<file path="src/rtl/imem_loader_pkg.sv">
// Shared types and constants for the instruction memory loader.
// Optional checksum stage is enabled by defining IMEM_LOADER_CHECKSUM_EN.
package imem_loader_pkg;

   typedef enum logic [2:0] {
      StIdle,
      StHdr,
      StData,
      StWrite,
`ifdef IMEM_LOADER_CHECKSUM_EN
      StChk,
`endif
      StDone
   } state_e;

   localparam int unsigned WORD_BYTES = 4;
   localparam int unsigned LANE_W     = 8;

   // Big-endian lane placement: first byte lands in the top of the word.
   localparam int unsigned LANE0_LSB = 24;
   localparam int unsigned LANE1_LSB = 16;
   localparam int unsigned LANE2_LSB = 8;
   localparam int unsigned LANE3_LSB = 0;

   localparam logic [31:0] DEFAULT_BASE_ADDR = 32'h0000_0000;
   localparam int unsigned DEFAULT_MAX_WORDS = 256;

   function automatic int unsigned lane_lsb(input logic [1:0] lane);
      unique case (lane)
         2'd0:    return LANE0_LSB;
         2'd1:    return LANE1_LSB;
         2'd2:    return LANE2_LSB;
         default: return LANE3_LSB;
      endcase
   endfunction

endpackage

</file>
<file path="src/rtl/imem_loader_if.sv">
// Byte stream handshake plus instruction memory write port.
// master: loader side; slave: byte source and memory side.
interface imem_loader_if;
   logic        in_valid;
   logic [7:0]  in_data;
   logic        in_ready;
   logic        mem_we;
   logic [31:0] mem_addr;
   logic [31:0] mem_wdata;

   modport master (
      input  in_valid,
      input  in_data,
      output in_ready,
      output mem_we,
      output mem_addr,
      output mem_wdata
   );

   modport slave (
      output in_valid,
      output in_data,
      input  in_ready,
      input  mem_we,
      input  mem_addr,
      input  mem_wdata
   );
endinterface

</file>
<file path="src/rtl/imem_loader_byte_assembler.sv">
// Collects four stream bytes into one big-endian instruction word.
module byte_assembler
   import imem_loader_pkg::*;
(
   input  logic        clk,
   input  logic        reset_n,
   input  logic [7:0]  byte_i,
   input  logic        accept_i,
   input  logic        clear_i,
   output logic [31:0] word_o,
   output logic        word_full_o
);

   logic [1:0]  lane_q, lane_d;
   logic [31:0] word_q, word_d;

   // Next lane/word: clear wins, otherwise drop the accepted byte into its lane.
   always_comb begin
      lane_d = lane_q;
      word_d = word_q;
      if (clear_i) begin
         lane_d = 2'd0;
         word_d = '0;
      end else if (accept_i) begin
         word_d[lane_lsb(lane_q) +: LANE_W] = byte_i;
         lane_d = lane_q + 2'd1;
      end
   end

   // Lane counter and word register.
   always_ff @(posedge clk or negedge reset_n) begin
      if (!reset_n) begin
         lane_q <= 2'd0;
         word_q <= '0;
      end else begin
         lane_q <= lane_d;
         word_q <= word_d;
      end
   end

   // Full is flagged in the cycle the last lane is being accepted.
   always_comb begin
      word_o      = word_q;
      word_full_o = accept_i && (lane_q == 2'(WORD_BYTES - 1));
   end

endmodule

</file>
<file path="src/rtl/imem_loader.sv">
// Loads a program image from a byte stream into instruction memory.
// Define IMEM_LOADER_CHECKSUM_EN to require a trailing XOR checksum byte.
module imem_loader
   import imem_loader_pkg::*;
#(
   parameter logic [31:0] BASE_ADDR = DEFAULT_BASE_ADDR,
   parameter int unsigned MAX_WORDS = DEFAULT_MAX_WORDS
) (
   input  logic            clk,
   input  logic            reset_n,
   input  logic            start,
   imem_loader_if.master   bus,
   output logic            busy,
   output logic            done,
   output logic            error,
   output logic            cpu_hold
);

   state_e      state_q, state_d;
   logic [31:0] addr_q, addr_d;
   logic [7:0]  remain_q, remain_d;
   logic        error_q, error_d;
   logic        accept, start_load, hdr_bad, word_full;
   logic [31:0] word;
`ifdef IMEM_LOADER_CHECKSUM_EN
   logic [7:0]  xor_q, xor_d;
`endif

   assign accept     = bus.in_valid && bus.in_ready;
   assign start_load = start && (state_q == StIdle || state_q == StDone);
   assign hdr_bad    = (bus.in_data == 8'd0) || (32'(bus.in_data) > MAX_WORDS);

   byte_assembler u_asm (
      .clk         (clk),
      .reset_n     (reset_n),
      .byte_i      (bus.in_data),
      .accept_i    (accept && state_q == StData),
      .clear_i     (start_load),
      .word_o      (word),
      .word_full_o (word_full)
   );

   // State register.
   always_ff @(posedge clk or negedge reset_n) begin
      if (!reset_n) state_q <= StIdle;
      else          state_q <= state_d;
   end

   // Next-state logic.
   always_comb begin
      state_d = state_q;
      unique case (state_q)
         StIdle, StDone: if (start) state_d = StHdr;
         StHdr:          if (accept) state_d = hdr_bad ? StIdle : StData;
         StData:         if (word_full) state_d = StWrite;
         StWrite: begin
            if (remain_q == 8'd1) begin
`ifdef IMEM_LOADER_CHECKSUM_EN
               state_d = StChk;
`else
               state_d = StDone;
`endif
            end else begin
               state_d = StData;
            end
         end
`ifdef IMEM_LOADER_CHECKSUM_EN
         StChk:          if (accept) state_d = (bus.in_data == xor_q) ? StDone : StIdle;
`endif
         default:        state_d = StIdle;
      endcase
   end

   // Address, remaining-word, error and checksum next-state.
   always_comb begin
      addr_d   = addr_q;
      remain_d = remain_q;
      error_d  = error_q;
`ifdef IMEM_LOADER_CHECKSUM_EN
      xor_d    = xor_q;
      if (state_q == StData && accept) xor_d = xor_q ^ bus.in_data;
      if (state_q == StChk && accept && bus.in_data != xor_q) error_d = 1'b1;
      if (start_load) xor_d = 8'd0;
`endif
      if (start_load) begin
         addr_d  = BASE_ADDR;
         error_d = 1'b0;
      end
      if (state_q == StHdr && accept) begin
         if (hdr_bad) error_d  = 1'b1;
         else         remain_d = bus.in_data;
      end
      if (state_q == StWrite) begin
         addr_d   = addr_q + 32'd4;
         remain_d = remain_q - 8'd1;
      end
   end

   // Datapath registers.
   always_ff @(posedge clk or negedge reset_n) begin
      if (!reset_n) begin
         addr_q   <= BASE_ADDR;
         remain_q <= 8'd0;
         error_q  <= 1'b0;
`ifdef IMEM_LOADER_CHECKSUM_EN
         xor_q    <= 8'd0;
`endif
      end else begin
         addr_q   <= addr_d;
         remain_q <= remain_d;
         error_q  <= error_d;
`ifdef IMEM_LOADER_CHECKSUM_EN
         xor_q    <= xor_d;
`endif
      end
   end

   // Outputs decoded from state so mem_we drops as soon as reset asserts.
   always_comb begin
      bus.in_ready  = (state_q == StHdr) || (state_q == StData)
`ifdef IMEM_LOADER_CHECKSUM_EN
                      || (state_q == StChk)
`endif
                      ;
      bus.mem_we    = (state_q == StWrite);
      bus.mem_addr  = addr_q;
      bus.mem_wdata = word;
      busy          = (state_q != StIdle) && (state_q != StDone);
      cpu_hold      = busy;
      done          = (state_q == StDone);
      error         = error_q;
   end

endmodule

</file>
<file path="src/flat_wrapper.sv">
// flat-port wrapper written by rule: the top's interface ports become plain ports
module imem_loader_flat import imem_loader_pkg::*;
#(
   parameter logic [31:0] BASE_ADDR = DEFAULT_BASE_ADDR,
   parameter int unsigned MAX_WORDS = DEFAULT_MAX_WORDS
)
  (clk, reset_n, start, busy, done, error, cpu_hold, bus_in_valid, bus_in_data, bus_in_ready, bus_mem_we, bus_mem_addr, bus_mem_wdata);
  imem_loader_if bus_i ();
  input  logic clk;
  input  logic reset_n;
  input  logic start;
  output logic busy;
  output logic done;
  output logic error;
  output logic cpu_hold;
  input wire logic [$bits(bus_i.in_valid)-1:0] bus_in_valid;
  input wire logic [$bits(bus_i.in_data)-1:0] bus_in_data;
  output wire logic [$bits(bus_i.in_ready)-1:0] bus_in_ready;
  output wire logic [$bits(bus_i.mem_we)-1:0] bus_mem_we;
  output wire logic [$bits(bus_i.mem_addr)-1:0] bus_mem_addr;
  output wire logic [$bits(bus_i.mem_wdata)-1:0] bus_mem_wdata;
  assign bus_i.in_valid = bus_in_valid;
  assign bus_i.in_data = bus_in_data;
  assign bus_in_ready = bus_i.in_ready;
  assign bus_mem_we = bus_i.mem_we;
  assign bus_mem_addr = bus_i.mem_addr;
  assign bus_mem_wdata = bus_i.mem_wdata;
  imem_loader #(.BASE_ADDR(BASE_ADDR), .MAX_WORDS(MAX_WORDS)) u_core (.clk(clk), .reset_n(reset_n), .start(start), .bus(bus_i), .busy(busy), .done(done), .error(error), .cpu_hold(cpu_hold));
endmodule
</file>
<file path="config.mk">
export PLATFORM = sky130hd
export DESIGN_NAME = imem_loader_flat
export DESIGN_NICKNAME = d
export VERILOG_FILES = /design/src/rtl/imem_loader_pkg.sv /design/src/rtl/imem_loader_if.sv /design/src/rtl/imem_loader_byte_assembler.sv /design/src/rtl/imem_loader.sv /design/src/flat_wrapper.sv
export SDC_FILE = /design/constraint.sdc
export NUM_CORES = 1
export LEC_CHECK = 0
export CELL_PAD_IN_SITES_DETAIL_PLACEMENT = 1
export CELL_PAD_IN_SITES_GLOBAL_PLACEMENT = 1
export CORE_UTILIZATION = 35
export CTS_CLUSTER_DIAMETER = 80
export DETAILED_ROUTE_END_ITERATION = 8
export GPL_TIMING_DRIVEN = 1
export PLACE_DENSITY = 0.83
export SLEW_MARGIN = 20
export SYNTH_ARGS = -nofsm -noshare
export SYNTH_HDL_FRONTEND = slang
export SYNTH_SLANG_ARGS = --single-unit
</file>
<file path="constraint.sdc">
create_clock -name clk -period 1.7 [get_ports clk]
set_clock_uncertainty 0.15 [all_clocks]
set_input_delay 0.34 -clock clk [delete_from_list [all_inputs] [get_ports clk]]
set_output_delay 0.34 -clock clk [all_outputs]
set_load 0.02 [all_outputs]
</file>
* Word level (Yosys, flattened, before mapping)
Cells that the tools add are included.
** Word-level totals
- Bits in registers :: 78
- Input bits :: 12
- Word-level logic and storage cells :: 65
** Cells by class
- Add/subtract/negate cells :: 4
- Equal/unequal tests :: 13
- Shift-type cells :: 2
- Multiplexer cells :: 22
- Reductions and logical operators :: 18
** Operator list (number)
- $mux 32 :: 6
- $neg 32->34 :: 1
- $shift 8x34->32 const A :: 1
- $shiftx 8x34->32 :: 1
- $add 32x3->32 const B :: 1
- $bwmux 32 :: 1
- $mux 8 :: 3
- $pmux 5 s3 :: 1
- $mux 3 :: 4
- $pmux 3 s4 :: 1
- $eq 8x1->1 const B :: 1
- $logic_not 8->1 :: 1
- $sub 8x1->8 const B :: 1
- $eq 3x2->1 const B :: 2
- $logic_and 1x1->1 :: 6
- $mux 2 :: 3
- $ne 2x2->1 const B :: 3
- $reduce_bool 2->1 :: 3
- $eq 2x2->1 const B :: 2
- $eq 3x1->1 const B :: 1
- $eq 3x3->1 const B :: 1
- $logic_not 3->1 :: 1
- $mux 1 :: 3
- $ne 3x3->1 const B :: 1
- other kinds (9) :: 10

* Depth between registers and ports, before layout
Gate-level depths: netlist of run 1.
- Depth after elaboration :: 11
- Gate-level depth with buffers :: 7
- Gate-level depth less buffers :: 6

* Modules after synthesis
Synthesis of run 1 repeated with hierarchy kept, for this count alone.
** Second synthesis, totals
- Cells, all modules :: 370
- Area total of the unflattened synthesis :: 3812.4 um^2
** By module, submodules not included
- imem_loader :: times used 1, cells an instance 241, area an instance 2283.4 um^2, sequential area each 1051.0 um^2
- byte_assembler :: times used 1, cells an instance 129, area an instance 1529.0 um^2, sequential area each 850.8 um^2

* Least setup slack after synthesis of run 1
No wires, ideal clock.
- Path type :: reg2reg
- Start point :: register u_core.addr_q[2] (netlist: u_core.bus.mem_addr[2])
- End point :: register u_core.addr_q[22] (netlist: u_core.bus.mem_addr[22])
- Setup time :: 80 ps
- Data arrival time :: 1653 ps
- Data required time :: 1470 ps
- Setup slack :: -183 ps
- Stages on the path, launching flop included :: 6
- Path buffers :: 0
- Path through :: dfrtp_1 ha_1 nand2_1 or3_4 nor4_2 mux2i_1
** Between the ends
- Longest elaborated chain between the ends :: 2
** Ends and longest elaborated chain
- from (decl) :: line imem_loader.sv:20 : logic [31:0] addr_q, addr_d;
- from (signal assigned) :: line imem_loader.sv:109 : addr_q <= addr_d;
- $add 32x3->32 :: line imem_loader.sv:94 : addr_d = addr_q + 32'd4;
- $mux 32 :: line imem_loader.sv:93 : if (state_q == StWrite) begin
Every way passes these cells.
A chain may end at the register's enable or synchronous reset.

* Final worst setup path of run 1
- Start point :: register u_core.state_q[0]
- End point :: register u_core.u_asm.word_q[25] (netlist: u_core.u_asm.word_o[25])
** Between the ends
- Longest elaborated chain between the ends :: 5
** Ends and longest elaborated chain
- from (decl) :: line imem_loader.sv:19 : state_e state_q, state_d;
- from (signal assigned) :: line imem_loader.sv:45 : if (!reset_n) state_q <= StIdle;
- from (signal assigned) :: line imem_loader.sv:46 : else state_q <= state_d;
- $eq 3x1->1 or $eq 3x2->1 (tied branches) :: line imem_loader.sv:120, imem_loader.sv:37
- $logic_or 1x1->1 :: line imem_loader.sv:120 : bus.in_ready = (state_q == StHdr) || (state_q == StData)
- $logic_and 1x1->1 :: line imem_loader.sv:29 : assign accept = bus.in_valid && bus.in_ready;
- $logic_and 1x1->1 :: line imem_loader.sv:37 : .accept_i (accept && state_q == StData),
- $reduce_bool 2->1 (no line)
- to (signal assigned) :: line imem_loader_byte_assembler.sv:37 : word_q <= word_d;
- to (decl) :: line imem_loader_byte_assembler.sv:15 : logic [31:0] word_q, word_d;
Parallel ways exist; a longest one is shown, timed or not.

==> results of run 1 <==
power groups by stage:
| stage | sequential (mW) | clock [mW] | combinational [mW] |
|---|---|---|---|
| after floorplan | 2.52 | 0 | 1.25 |
| after global placement | 2.40 | 0 | 2.49 |
| after detailed placement | 2.41 | 0 | 2.62 |
| after CTS | 2.39 | 1.48 | 3.14 |
| after global routing | 2.48 | 1.58 | 3.96 |
| final | 2.46 | 1.49 | 3.77 |
flip-flops by register name, indices dropped and copies added (netlist names):
name	flops
u_core.bus.mem_addr	30
u_core.error	1
u_core.remain_q	8
u_core.state_q	3
u_core.u_asm.lane_q	2
u_core.u_asm.word_o	32
per-layer routing:
metal	share of wire [%]	up-vias	global-route usage, %
met2	54	128	45.7
met4	3.6	0	10.8
met3	3.5	41	4.58
met5	0	-	0
met1	39	1955	31.6
li1	-	1661	-
path summary, 6_finish.rpt:
| path | startpoint | to | cells past startpoint |
|---|---|---|---|
| setup / recovery | u_core.state_q[0]$_DFFE_PN0P_ | u_core.u_asm.word_o[25]$_DFFE_PN0P_ | 6 |
| hold / removal | reset_n | u_core.bus.mem_addr[29]$_DFFE_PN0P_ | 2 |
| setup reg to reg | u_core.state_q[0]$_DFFE_PN0P_ | u_core.u_asm.word_o[25]$_DFFE_PN0P_ | 6 |
| hold reg to reg | u_core.bus.mem_addr[17]$_DFFE_PN0P_ | u_core.bus.mem_addr[17]$_DFFE_PN0P_ | 1 |
| max in group asynchronous | reset_n | u_core.remain_q[2]$_DFFE_PN0P_ | 3 |
| min in group clk | u_core.bus.mem_addr[17]$_DFFE_PN0P_ | u_core.bus.mem_addr[17]$_DFFE_PN0P_ | 1 |
cell families (layout without fill, tap and decap cells):
kind of cell	Yosys count	after routing	synth area share, %
flip-flops	76	76	50.6
buffers and inverters	28	195	3.49
XOR/XNOR	2	2	0.466
multiplexers	24	24	6.39
AND/OR/NAND/NOR	148	148	21.5
AO/OA/AOI/OAI	76	76	14.4
other	1	2	0.0997
adder cells (fa/ha/maj)	9	9	3.00
cell usage in the layout, fill, tap and decap left out, drive strengths merged, types with 6 or more instances in the layout:
| cell | count |
|---|---|
| a21oi | 17 |
| a22o | 25 |
| and3 | 7 |
| buf | 100 |
| clkbuf | 12 |
| clkdlybuf4s50 | 9 |
| dfrtp | 76 |
| dlygate4sd2 | 59 |
| ha | 9 |
| inv | 7 |
| mux2i | 24 |
| nand2 | 48 |
| nand3 | 26 |
| nand4 | 17 |
| nor2 | 16 |
| nor3 | 6 |
| o211ai | 6 |
| o21ai | 11 |
critical path: stages (launching register included):
cell and delay (ps):
dfrtp_2 470, buf_6 140, and4bb_2 330, nor4b_4 240, and3b_1 240, buf_6 150, a22o_1 170
metrics by stage:
stage,setup slack [ps],total power [mW],cell area [µm²]
3_5_place_dp,-554,5.04,5170
3_3_place_gp,-476,4.88,5170
4_1_cts,-211,7.01,5810
6_report,-245,7.71,6100
5_1_grt,-331,8.02,6100
2_1_floorplan,-88.5,3.77,3820
repair_timing:
| action | CTS | global route |
|---|---|---|
| buffers inserted | 21 | 13 |
| hold buffers | 1 | 0 |
| setup endpoints to repair | 136 | 85 |
| resized for setup | 177 | 64 |
| gates cloned | 1 | 0 |
| pin swaps | 42 | 43 |
| hold endpoints to repair | 23 | 0 |
layout make-up:
class / count / area [µm²]
flip-flops and latches: 76 / 1920
inverters: 7 / 36.3
clock inverters: 5 / 61.3
well taps: 136 / 170
fillers: 1106 / 4270
multi-input cells: 261 / 2210
repair buffers: 172 / 1560
clock buffers: 11 / 141
==> flow_summary_export.csv, run 1 <==
group,metric,value,unit
outcome,status,"finished, violations left",
outcome,violations,"setup timing",
synthesis,syn_area,3760,µm²
timing,period_needed,1940,ps
timing,hold_ws,297,ps
worst_setup_path,cp_max_fo,8,
global_routing,grt_overflow_total,0,
detailed_routing,wirelength,15200,µm
power_and_ir_drop,p_clk_share,19.3,%
worst_setup_path,cp-end-kind,"flip-flop",
job,maxCapViolations,0,
timing,drv_slew,0,
global_routing,grt_start_max_net_pins,29,
detailed_routing,post-route-drc-count,0,
cts,insertion_delay,370,ps
synthesis,synthTopCellsByCount,"dfrtp_1, nand2_1, nand3_1, a22o_1, mux2i_1",
floorplan,die_x,106,µm
synthesis,avgSynthCellArea,10.3,µm²
detailed_routing,drt_iter0_drc,254,
floorplan,num_rows,37,
cts,cts_max_path_buffers,2,
timing,max_freq,514,MHz
global_routing,grtUsageTotal,26.1,%
power_and_ir_drop,p_sw,3.09,mW
power_and_ir_drop,cellInternalPower,4.63,mW
synthesis,synth_cell_types,51,
cts,cts_tree,"yes",
worst_setup_path,worstPathArrival,2090,ps
detailed_routing,routed_via_density,5.67,
synthesis,ys.flop_type,"dfrtp_1",
power_and_ir_drop,cellLeakagePower,3.05,nW
finish,layout.cells.non_filler,668,
cts,clockRootBuffer,"clkbuf_8",
synthesis,synth_most_common_cell,"dfrtp_1",
placement,gp_congestion,0.798,
global_routing,grt_pass1_wl,22400,µm
detailed_routing,ant_nets,0,
synthesis,synth_area_leader_cell,"dfrtp_1",
detailed_routing,routedWlPerCell,22.7,µm
floorplan,ioPinCount,82,
power_and_ir_drop,ir_drop,0.950,mV
floorplan,die_y,106,µm
floorplan,start_util,36.3,%
synthesis,netlist.area_leader.share,50.6,%
cts,htree_levels,3,
finish,post-route-util,58.8,%
timing,finalHoldViolCount,0,
finish,diodes,0,
floorplan,core-area,10400,µm²
cts,clock-sinks,76,
hold_path,hold_class,"in2async",
timing,rsz0062_at_grt,"yes",
synthesis,synth_area_leaders,"dfrtp_1, mux2i_1, a22o_1",
synthesis,synth-async-reset-ratio,100,%
placement,place_hpwl,8840,µm
cts,clk_pin_slew,90,ps
worst_setup_path,worstSetupStartpointType,"flip-flop",
synthesis,ys_seq_area_share,50.6,%
floorplan,design.die.area,11200,µm²
cts,numCtsBuffers,9,
finish,drive_gt1_share,40.4,%
worst_setup_path,regToRegSetupSlack,-240,ps
power_and_ir_drop,comb_power_share,48.8,%
finish,area_growth,62.3,%
power_and_ir_drop,powerDensity,1260,nW/µm²
detailed_routing,first_pass_iters,4,
finish,final_net_count,548,
worst_setup_path,crit_required,1850,ps
synthesis,synth-edff-count,0,
detailed_routing,dr_total_vias,3785,
timing,finalSetupViolCount,67,
placement,placedCellCount,621,
worst_setup_path,critPathKind,"reg2reg",
global_routing,antenna_found_initial,0,
synthesis,syn_inst,364,
timing,fin_tns_setup,-7280,ps
synthesis,ys_ff_latch,76,
global_routing,first_global_vias,3986,
power_and_ir_drop,p_sw_share,40.0,%
timing,setup_ws,-245,ps
power_and_ir_drop,p_seq_share,31.8,%
synthesis,yosys_warnings,0,
timing,timing.final.crit_share,114,%
placement,portBuffers,79,
Power figures use the tool's default switching activity.
==> inputs of run 2 (changes only) <==
--- a/config.mk
+++ b/config.mk
@@ -7,11 +7,11 @@
 export LEC_CHECK = 0
 export CELL_PAD_IN_SITES_DETAIL_PLACEMENT = 1
 export CELL_PAD_IN_SITES_GLOBAL_PLACEMENT = 1
-export CORE_UTILIZATION = 35
+export CORE_UTILIZATION = 30
 export CTS_CLUSTER_DIAMETER = 80
 export DETAILED_ROUTE_END_ITERATION = 8
 export GPL_TIMING_DRIVEN = 1
-export PLACE_DENSITY = 0.83
+export PLACE_DENSITY = 0.73
 export SLEW_MARGIN = 20
 export SYNTH_ARGS = -nofsm -noshare
 export SYNTH_HDL_FRONTEND = slang
==> flow_summary_export.csv, run 2 (synthesis results as in run 1) <==
group,metric,value,unit
outcome,status,"finished, violations left",
outcome,violations,"setup timing",
worst_setup_path,worstSetupStartpointType,"flip-flop",
worst_setup_path,critPathKind,"reg2reg",
floorplan,design.die.area,13000,µm²
worst_setup_path,cp_max_fo,8,
worst_setup_path,worstPathArrival,2040,ps
finish,diodes,0,
placement,portBuffers,79,
finish,drive_gt1_share,39.4,%
floorplan,core-area,12100,µm²
cts,clock-sinks,76,
finish,largest_reg_flops,32,
global_routing,first_global_vias,3940,
floorplan,num_rows,40,
timing,period_needed,1910,ps
power_and_ir_drop,ir_drop,0.601,mV
global_routing,grtUsageTotal,20.8,%
detailed_routing,post-route-drc-count,0,
detailed_routing,routed_via_density,5.16,
job,maxCapViolations,0,
timing,rsz0062_at_grt,"yes",
cts,insertion_delay,340,ps
cts,cts_tree,"yes",
timing,drv_slew,0,
placement,gp_congestion,0.836,
hold_path,hold_class,"reg2reg",
timing,timing.final.crit_share,112,%
timing,finalHoldViolCount,0,
global_routing,grt_overflow_total,0,
placement,place_hpwl,8600,µm
detailed_routing,routedWlPerCell,19.0,µm
detailed_routing,first_pass_iters,4,
finish,layout_commonest_cell,"buf_4",
detailed_routing,wirelength,13700,µm
finish,area_growth,67.6,%
detailed_routing,ant_nets,0,
global_routing,antenna_found_initial,0,
detailed_routing,drt_iter0_drc,197,
timing,setup_ws,-211,ps
cts,clk_pin_slew,70,ps
timing,finalSetupViolCount,69,
floorplan,ioPinCount,82,
detailed_routing,dr_total_vias,3722,
floorplan,die_y,114,µm
power_and_ir_drop,power,8.29,mW
global_routing,grt_pass1_wl,20800,µm
cts,clockRootBuffer,"clkbuf_16",
finish,mostFrequentLayoutCells,"buf_4, dfrtp_1, dlygate4sd2_1, nand2_1, buf_6",
global_routing,grt_start_max_net_pins,35,
timing,max_freq,523,MHz
finish,multi_input_area,2110,µm²
floorplan,start_util,31.0,%
worst_setup_path,crit_required,1830,ps
power_and_ir_drop,cellLeakagePower,3.22,nW
finish,nFillCells,1372,
power_and_ir_drop,powerDensity,1320,nW/µm²
finish,final_net_count,570,
worst_setup_path,cp-end-kind,"flip-flop",
cts,cts_max_path_buffers,2,
finish,regArea,1910,µm²
cts,htree_levels,3,
cts,numCtsBuffers,9,
placement,dp_worst_setup_slack,-506,ps
floorplan,die_x,114,µm
-- run 2: cell types whose count changed in the layout (fill, tap and decap cells not counted), sizes merged --
cell / delta
buf: +20
inv: +4
clkinvlp: -2
dlygate4sd2: +2
bufinv: +1
clkdlybuf4s15: -1
clkinv: -1
dlymetal6s2s: -1
-- run 2: layer usage --
| layer | vias to the layer above | part of all wire (%) | GRT usage, % |
|---|---|---|---|
| met1 | 1883 | 44 | 26.5 |
| li1 | 1707 | - | - |
| met5 | - | 0 | 0 |
| met4 | 0 | 1.9 | 7.62 |
| met2 | 111 | 50 | 35.0 |
| met3 | 21 | 4.1 | 4.25 |
-- run 2: path summary, 6_finish.rpt --
| path | from | to | slack [ps] | depth (start not counted) |
|---|---|---|---|---|
| setup reg to reg | u_core.state_q[2]$_DFFE_PN0P_ | u_core.u_asm.word_o[14]$_DFFE_PN0P_ | -210 | 6 |
| hold reg to reg | u_core.bus.mem_addr[17]$_DFFE_PN0P_ | u_core.bus.mem_addr[17]$_DFFE_PN0P_ | 330 | 1 |
| max in group asynchronous | reset_n | u_core.bus.mem_addr[30]$_DFFE_PN0P_ | 510 | 3 |
| setup / recovery | u_core.state_q[2]$_DFFE_PN0P_ | u_core.u_asm.word_o[14]$_DFFE_PN0P_ | -210 | 6 |
| min in group asynchronous | reset_n | u_core.u_asm.word_o[6]$_DFFE_PN0P_ | 370 | 2 |
| hold / removal | u_core.bus.mem_addr[17]$_DFFE_PN0P_ | u_core.bus.mem_addr[17]$_DFFE_PN0P_ | 330 | 1 |
-- run 2: worst max-delay path, stage by stage, from the launching register on --
cell and delay [ps]:
dfrtp_1 430, buf_6 150, and4bb_2 340, nor4b_4 240, and3_1 230, buf_6 140
a22o_1 170
-- run 2: metrics by stage --
stage          util, %  std cells  hold slack [ps]  setup TNS, ps  instance area, µm²
2_1_floorplan        -        365             -106           -853                3820
3_3_place_gp      43.7        666              187         -19890                5290
3_5_place_dp      43.7        666              189         -23380                5290
4_1_cts           49.4        707              328          -3310                5980
5_1_grt           52.0        722              346         -12490                6300
6_report          52.0        722              327          -7910                6300
-- run 2: cell type report --
| type | instances | share of cell area [%] |
|---|---|---|
| clock buffer | 9 | 3.57 |
| clock inverter | 7 | 1.67 |
| inverter | 7 | 0.536 |
| multi-input combinational | 261 | 33.5 |
| sequential | 76 | 30.4 |
| tap | 168 | 3.34 |
| timing repair buffer | 194 | 27.0 |
-- run 2: power by group --
group          total [mW]  internal, mW  switching [mW]
Combinational        3.68          1.85            1.82
Clock                2.20          1.31           0.882
Sequential           2.41          2.10           0.316
-- run 2: timing repair --
item,in CTS,in global routing
gates cloned,1,0
resized for setup,152,64
hold buffers,1,0
buffers inserted,23,18
pin swaps,39,39
hold endpoints to repair,29,0
endpoints found under the setup margin,135,79
==> inputs of run 3 (changes only) <==
--- a/config.mk
+++ b/config.mk
@@ -7,11 +7,11 @@
 export LEC_CHECK = 0
 export CELL_PAD_IN_SITES_DETAIL_PLACEMENT = 1
 export CELL_PAD_IN_SITES_GLOBAL_PLACEMENT = 1
-export CORE_UTILIZATION = 30
+export CORE_UTILIZATION = 35
 export CTS_CLUSTER_DIAMETER = 80
 export DETAILED_ROUTE_END_ITERATION = 8
 export GPL_TIMING_DRIVEN = 1
-export PLACE_DENSITY = 0.73
+export PLACE_DENSITY = 0.83
 export SLEW_MARGIN = 20
 export SYNTH_ARGS = -nofsm -noshare
 export SYNTH_HDL_FRONTEND = slang
==> results of run 3 <==
Same layout as run 1: the final DEF is identical, and so are final timing and power.
